<file path="src/rtl/demux_router.sv">
// demux_router: routes one input stream into four single-entry buffers, each with its own valid/ready drain.
// Ports: clk, rst, input_data/signal/in_valid/in_ready in; q0..q3/out_valid/out_ready out; err_clr/err; cnt0..cnt3 with DEMUX_ROUTER_COUNT_EN.
module demux_router #(
  parameter int WIDTH = 32,
  parameter int SEL_W = 4
) (
  input  logic             clk,
  input  logic             rst,
  input  logic [WIDTH-1:0] input_data,
  input  logic [SEL_W-1:0] signal,
  input  logic             in_valid,
  output logic             in_ready,
  output logic [WIDTH-1:0] q0,
  output logic [WIDTH-1:0] q1,
  output logic [WIDTH-1:0] q2,
  output logic [WIDTH-1:0] q3,
  output logic [3:0]       out_valid,
  input  logic [3:0]       out_ready,
  input  logic             err_clr,
  output logic             err
`ifdef DEMUX_ROUTER_COUNT_EN
  ,
  output logic [15:0]      cnt0,
  output logic [15:0]      cnt1,
  output logic [15:0]      cnt2,
  output logic [15:0]      cnt3
`endif
);

  logic [WIDTH-1:0] q_r [4];
  logic [3:0]       vld_r;
  logic             err_r;
  logic [1:0]       sel;
  logic             legal;
  logic             acc;
  logic [3:0]       fill;

  assign sel   = signal[1:0];
  assign legal = (signal >> 2) == '0;

  // illegal selects are always swallowed
  assign in_ready = !legal || !vld_r[sel] || out_ready[sel];
  assign acc      = in_valid && in_ready;

  always_comb begin
    fill = '0;
    if (acc && legal) begin
      unique case (1'b1)
        sel == 2'd0: fill = 4'b0001;
        sel == 2'd1: fill = 4'b0010;
        sel == 2'd2: fill = 4'b0100;
        sel == 2'd3: fill = 4'b1000;
        default:     fill = '0;
      endcase
    end
  end

  always_ff @(posedge clk or posedge rst) begin
    if (rst) begin
      for (int i = 0; i < 4; i++) q_r[i] <= '0;
      vld_r <= '0;
      err_r <= 1'b0;
    end else begin
      for (int i = 0; i < 4; i++)
        if (fill[i]) q_r[i] <= input_data;
      vld_r <= fill | (vld_r & ~out_ready);
      err_r <= (acc && !legal) || (err_r && !err_clr);
    end
  end

  assign q0        = q_r[0];
  assign q1        = q_r[1];
  assign q2        = q_r[2];
  assign q3        = q_r[3];
  assign out_valid = vld_r;
  assign err       = err_r;

`ifdef DEMUX_ROUTER_COUNT_EN
  logic [15:0] cnt_r [4];

  always_ff @(posedge clk or posedge rst) begin
    if (rst) begin
      for (int i = 0; i < 4; i++) cnt_r[i] <= '0;
    end else begin
      for (int i = 0; i < 4; i++)
        cnt_r[i] <= cnt_r[i] + 16'(fill[i]);
    end
  end

  assign cnt0 = cnt_r[0];
  assign cnt1 = cnt_r[1];
  assign cnt2 = cnt_r[2];
  assign cnt3 = cnt_r[3];
`endif

endmodule

</file>
<file path="config.mk">
export PLATFORM = sky130hd
export DESIGN_NAME = demux_router
export DESIGN_NICKNAME = d
export VERILOG_FILES = /design/src/rtl/demux_router.sv
export SDC_FILE = /design/constraint.sdc
export NUM_CORES = 1
export LEC_CHECK = 0
export CAP_MARGIN = 10
export CORE_MARGIN = 5
export CORE_UTILIZATION = 45
export DETAILED_ROUTE_END_ITERATION = 6
export PLACE_DENSITY_LB_ADDON = 0.2
export SLEW_MARGIN = 20
export SYNTH_ARGS = -nofsm -noshare
export SYNTH_HDL_FRONTEND = slang
export SYNTH_SLANG_ARGS = --single-unit
</file>
<file path="constraint.sdc">
create_clock -name clk -period 4.6 [get_ports clk]
set_clock_uncertainty 0.05 [all_clocks]
set_input_delay 0.46 -clock clk [delete_from_list [all_inputs] [get_ports clk]]
set_output_delay 0.46 -clock clk [all_outputs]
set_load 0.01 [all_outputs]
</file>
==> impl_results.md, run 1 <==
* Crit. End Element: primary output
* CTS Hold Bufs at 0
* Initial Utilization at 0.455
* Pwr dens at 545 nW/µm²
* CP cell instances: clkdlybuf4s50_1, nand2b_1, mux4_2, or3_2, clkdlybuf4s50_1
* Mean Syn Cell Area at around 17 µm²
* Total power at 0.00421 W
* Fin nets at 526
* # setup viols final at 0
* Antenna violations before repair at 0
* Syn_nets at 340
* Die width at 117 µm
* Delay-heaviest family, CP: buffers and inverters
* Max-slew violation count at 0
* Placement Cell Area at 7030 µm²
* Setup WS post-layout at 1680 ps
* Unique cell type count in the Yosys netlist at 21
* Cts repair resizes at 0
* Via count at 3168
* Cell area after synthesis at 5150 µm²
* Place WS at 1670 ps
* Site row count at 39
* Final wirelength at roughly 12 mm
* Die height at roughly 120 µm
* CP Data Arrival Time at 2410 ps
* Port Buffers at roughly 180
* All-Layer GR Usage at 0.188
* Clock-pin slew on the worst setup and hold paths at 50 ps
* Seq/Total Area, Yosys at 0.646
* Status: complete, no violations
* Cell area after layout at about 7700 µm²
* Max Freq at 343 MHz
* N_diodes at 0
* Routability congestion estimate at 0.698
* Vias per cell at 4.97
* Initial DRC Count at 71
* Most common cell after layout, fill and taps aside: clkdlybuf4s50_1
* Setup bufs post-CTS at 0
* Top-level port count at 178
* Largest stage delay, worst path at 490 ps
* Hpwl dp at between 8 and 9 mm
* CP required at around 4100 ps
* DR pass1 iterations at 4
* Detail Route Antenna Nets at 0
* Yosys reg bits at 133
* Final Cycle Share at 0.634
* CTS tree: yes
* Largest net degree at the start of global routing at just under 90
* Fin. Hold Viols at 0
* Rel. slew slack at 0.358
* P_leak at roughly 3.4 nW
* Area added between synthesis and finish at 49.9%
* Syn. warnings at 0
* Pin slew with the least headroom to its limit at 962 ps
* CP bufs+invs at 2
* Average wire per standard cell at around 19 µm
* CTS HTree Levels at 4
* Crit path kind: in -> out
* Clock root buffer: clkbuf_16
* DIE AREA at 13700 µm²
* R2r setup slk at 2560 ps
* Later-pin clock latency in the skew report at a little over 400 ps
* Startpoint Class: input pin
* Max_cap viols at 0
* Max FO, Critical Path at 3
* CP max stage cell: clkdlybuf4s50_1
* TNS Setup at 0 ps
* Post-Syn Instances at 296
* Worst VDD drop at around 0.29 mV
* Ratio of cells with drive above 1 in the final layout at 0.345
* Core Region at approximately 11000 µm²
* Clock tree sinks at 133
* RSZ-0062 raised after global routing: no
* Grt ovf at 0
* First-pass GRT wire length at 19.3 mm
* Worst min path class: reg -> reg
* Clock buffer count from CTS at 17
* CP dominant cell by count: clkdlybuf4s50_1
* Post-route DRC at 0
* Minimum clock period after layout at 2920 ps
* CTS Buffer Depth at 2
* Vias in the first global route at 3532
* Most frequent cells in the layout: clkdlybuf4s50_1, dfrtp_1, mux2_2
-- logic make-up after synthesis --
kind of cell           after synthesis  synth area share
buffers and inverters               17            0.0248
AO/OA/AOI/OAI                        4           0.00486
flip-flops                         133             0.646
AND/OR/NAND/NOR                     13            0.0192
multiplexers                       129             0.305
-- metal layers --
| metal | track usage | part of all wire | vias up |
|---|---|---|---|
| met1 | 0.222 | 0.40 | 1625 |
| li1 | - | - | 1424 |
| met4 | 0.0451 | 0.0040 | 0 |
| met5 | 0 | 0 | - |
| met3 | 0.0874 | 0.092 | 4 |
| met2 | 0.314 | 0.50 | 115 |
-- power breakdown --
part / internal, W / total [W] / switching, W / leakage, nW
registers: 0.00144 / 0.00158 / 0.000143 / 1.64
logic: 0.000698 / 0.00108 / 0.000384 / 1.46
clock network: 0.00106 / 0.00155 / 0.000490 / 0.336
-- final cells by class --
type / instances / area [µm²]
fill: 829 / 3600
timing repair buffer: 181 / 1800
tap: 143 / 179
sequential: 133 / 3330
clock buffer: 20 / 467
multi-input combinational: 146 / 1710
clock inverter: 12 / 224
inverter: 3 / 16.3
-- stage by stage --
| stage | hold WS, ps | std cells | utilization |
|---|---|---|---|
| floorplan | 479 | 296 | - |
| global placement | 418 | 606 | 0.621 |
| detailed placement | 428 | 606 | 0.621 |
| CTS | 452 | 638 | 0.682 |
| global route | 463 | 638 | 0.682 |
| finish | 448 | 638 | 0.682 |
-- cells in the mapped netlist --
cell type,n,share of area
and3_1,1,0.0012
clkbuf_1,4,0.0029
inv_1,3,0.0022
or4b_4,1,0.0027
dfrtp_1,133,0.65
o21ai_0,3,0.0029
nand2b_1,4,0.0049
a21bo_2,1,0.0019
nand2_1,2,0.0015
or3b_1,1,0.0017
buf_2,6,0.0058
and4bb_2,1,0.0024
mux2_4,29,0.085
buf_12,3,0.012
mux2_1,3,0.0066
or3_2,1,0.0015
nand3_1,1,0.00097
buf_6,1,0.0022
mux2_2,96,0.21
mux4_2,1,0.0044
nor3b_2,1,0.0024
-- sequential cells by signal (all words and copies together) (netlist names) --
signal     flops
err            1
out_valid      4
q0            32
q1            32
q2            32
q3            32
-- final timing paths --
| path | startpoint | endpoint | cells after the start |
|---|---|---|---|
| setup reg to reg | out_valid[3]$_DFF_PP0_ | q3[27]$_DFFE_PP0P_ | 3 |
| max in group asynchronous | rst | q0[13]$_DFFE_PP0P_ | 3 |
| min in group asynchronous | rst | q0[14]$_DFFE_PP0P_ | 2 |
| hold reg to reg | q2[29]$_DFFE_PP0P_ | q2[29]$_DFFE_PP0P_ | 1 |
| hold / removal | q2[29]$_DFFE_PP0P_ | q2[29]$_DFFE_PP0P_ | 1 |
| setup / recovery | out_ready[3] | in_ready | 5 |
(Power assumes the default switching activity.)
==> run 2: changes to the inputs <==
==> constraint.sdc (replaced) <==
create_clock -name clk -period 3 [get_ports clk]
set_clock_uncertainty 0.05 [all_clocks]
set_input_delay 0.3 -clock clk [delete_from_list [all_inputs] [get_ports clk]]
set_output_delay 0.3 -clock clk [all_outputs]
set_load 0.01 [all_outputs]
==> impl_results.md, run 2 (synthesis results as in run 1) <==
* Place WS at 372 ps
* Startpoint Class: input pin
* # setup viols final at 0
* Core Region at 11300 µm²
* Top-level port count at 178
* Clock root buffer: clkbuf_16
* Max_cap viols at 0
* Largest net degree at the start of global routing at 134
* Clock tree sinks at 133
* Clock-pin slew on the worst setup and hold paths at around 60 ps
* TNS Setup at 0 ps
* Crit path kind: in -> out
* Die width at 117 µm
* R2r setup slk at about 1200 ps
* Ratio of cells with drive above 1 in the final layout at 0.349
* Largest stage delay, worst path at 490 ps
* Max Freq at 383 MHz
* Fillers at between 800 and 900
* CTS tree: yes
* Max-slew violation count at 0
* Worst min path class: in -> async
* DR pass1 iterations at 4
* Placement Cell Area at about 7000 µm²
* Later-pin clock latency in the skew report at 400 ps
* Grt ovf at 0
* Detail Route Antenna Nets at 0
* N_diodes at 0
* DIE AREA at 13700 µm²
* Routability congestion estimate at 0.717
* Fin. Hold Viols at 0
* Rel. slew slack at 0.523
* CP required at 2650 ps
* Minimum clock period after layout at between 2000 and 3000 ps
* Antenna violations before repair at 0
* Cell area after layout at 7730 µm²
* RSZ-0062 raised after global routing: no
* P_leak at 3.43 nW
* Clock buffer count from CTS at 17
* Vias in the first global route at 3538
* R2R cell count at 4
* Initial DRC Count at 113
* Worst reg2reg startpoint: out_valid[1]$_DFF_PP0_
* Status: complete, no violations
* Max FO, Critical Path at 3
* Total power at 0.00628 W
* Most frequent cells in the layout: clkdlybuf4s50_1, dfrtp_1, mux2_2
* Post-route DRC at 0
* Site row count at 39
* CP max stage cell: clkdlybuf4s50_1
* Setup bufs post-CTS at 0
* Initial Utilization at 0.455
* Pin slew with the least headroom to its limit at a little over 700 ps
* CTS HTree Levels at 4
* Setup WS post-layout at 392 ps
* Fin nets at 529
* All-Layer GR Usage at 0.189
* Worst VDD drop at 0.497 mV
* Vias per cell at 4.93
* CTS Hold Bufs at 0
* CP Data Arrival Time at 2260 ps
* Average wire per standard cell at slightly below 20 µm
* Area added between synthesis and finish at 50.1%
* Most common cell after layout, fill and taps aside: clkdlybuf4s50_1
* Via count at about 3200
* Port Buffers at 177
* CP cell instances: clkdlybuf4s50_1, nand2b_1, mux4_2, or3_2, clkdlybuf4s50_1
* Die height at about 120 µm
* Reg-to-reg endpoint: q1[8]$_DFFE_PP0P_
* First-pass GRT wire length at 19.4 mm
* Final Cycle Share at 0.869
* Crit. End Element: primary output
* Hpwl dp at 8.47 mm
* CP dominant cell by count: clkdlybuf4s50_1
* Final wirelength at 12.3 mm
* Pwr dens at 812 nW/µm²
* CTS Buffer Depth at 2
* Cts repair resizes at 0
* Post-layout util at 0.683
[run 2: cell type report]
class / count / area, µm² / share of cell area
well taps: 143 / 179 / 0.0231
flip-flops and latches: 133 / 3330 / 0.430
clock buffers: 18 / 439 / 0.0568
repair buffers: 184 / 1860 / 0.241
inverters: 3 / 15.0 / 0.00194
clock inverters: 14 / 201 / 0.0260
multi-input cells: 146 / 1710 / 0.221
[run 2: per-stage QoR]
step / hold WS [ps] / std cells
final: 387 / 641
after global routing: 426 / 641
after CTS: 402 / 641
after detailed placement: 430 / 609
after global placement: 420 / 609
after floorplan: 346 / 296
[run 2: worst max-delay path by stage]
stage / start / endpoint / slack, ps / cells after the start
after floorplan: rst / err$_DFF_PP0_ / 1000 / 1
after global placement: out_ready[3] / in_ready / 410 / 5
after detailed placement: out_ready[3] / in_ready / 370 / 5
after CTS: out_ready[3] / in_ready / 380 / 5
after global routing: out_ready[3] / in_ready / 320 / 5
final: out_ready[3] / in_ready / 390 / 5
[run 2: routing by layer]
metal | vias up | GRT usage | routed length (µm)
met2 | 111 | 0.298 | 6020
met3 | 9 | 0.0884 | 1170
met1 | 1606 | 0.234 | 5010
met4 | 0 | 0.0573 | 143
li1 | 1433 | - | -
met5 | - | 0 | 0
[run 2: power by group]
part	leakage, nW	internal [W]	switching, W
registers	1.64	0.00220	0.000226
clock network	0.307	0.00142	0.000773
logic	1.48	0.00107	0.000584
[run 2: critical path: cells and delay by family]
kind	cells	cell delay (ps)
muxes	1	460
and+or+nand+nor	2	610
buffers and inverters	2	880
==> run 3: changes to the inputs <==
--- a/config.mk
+++ b/config.mk
@@ -14,3 +14,4 @@
 export SYNTH_ARGS = -nofsm -noshare
 export SYNTH_HDL_FRONTEND = slang
 export SYNTH_SLANG_ARGS = --single-unit
+export TNS_END_PERCENT = 10
==> results of run 3 <==
Final layout, timing and power as in run 2 (identical DEF).
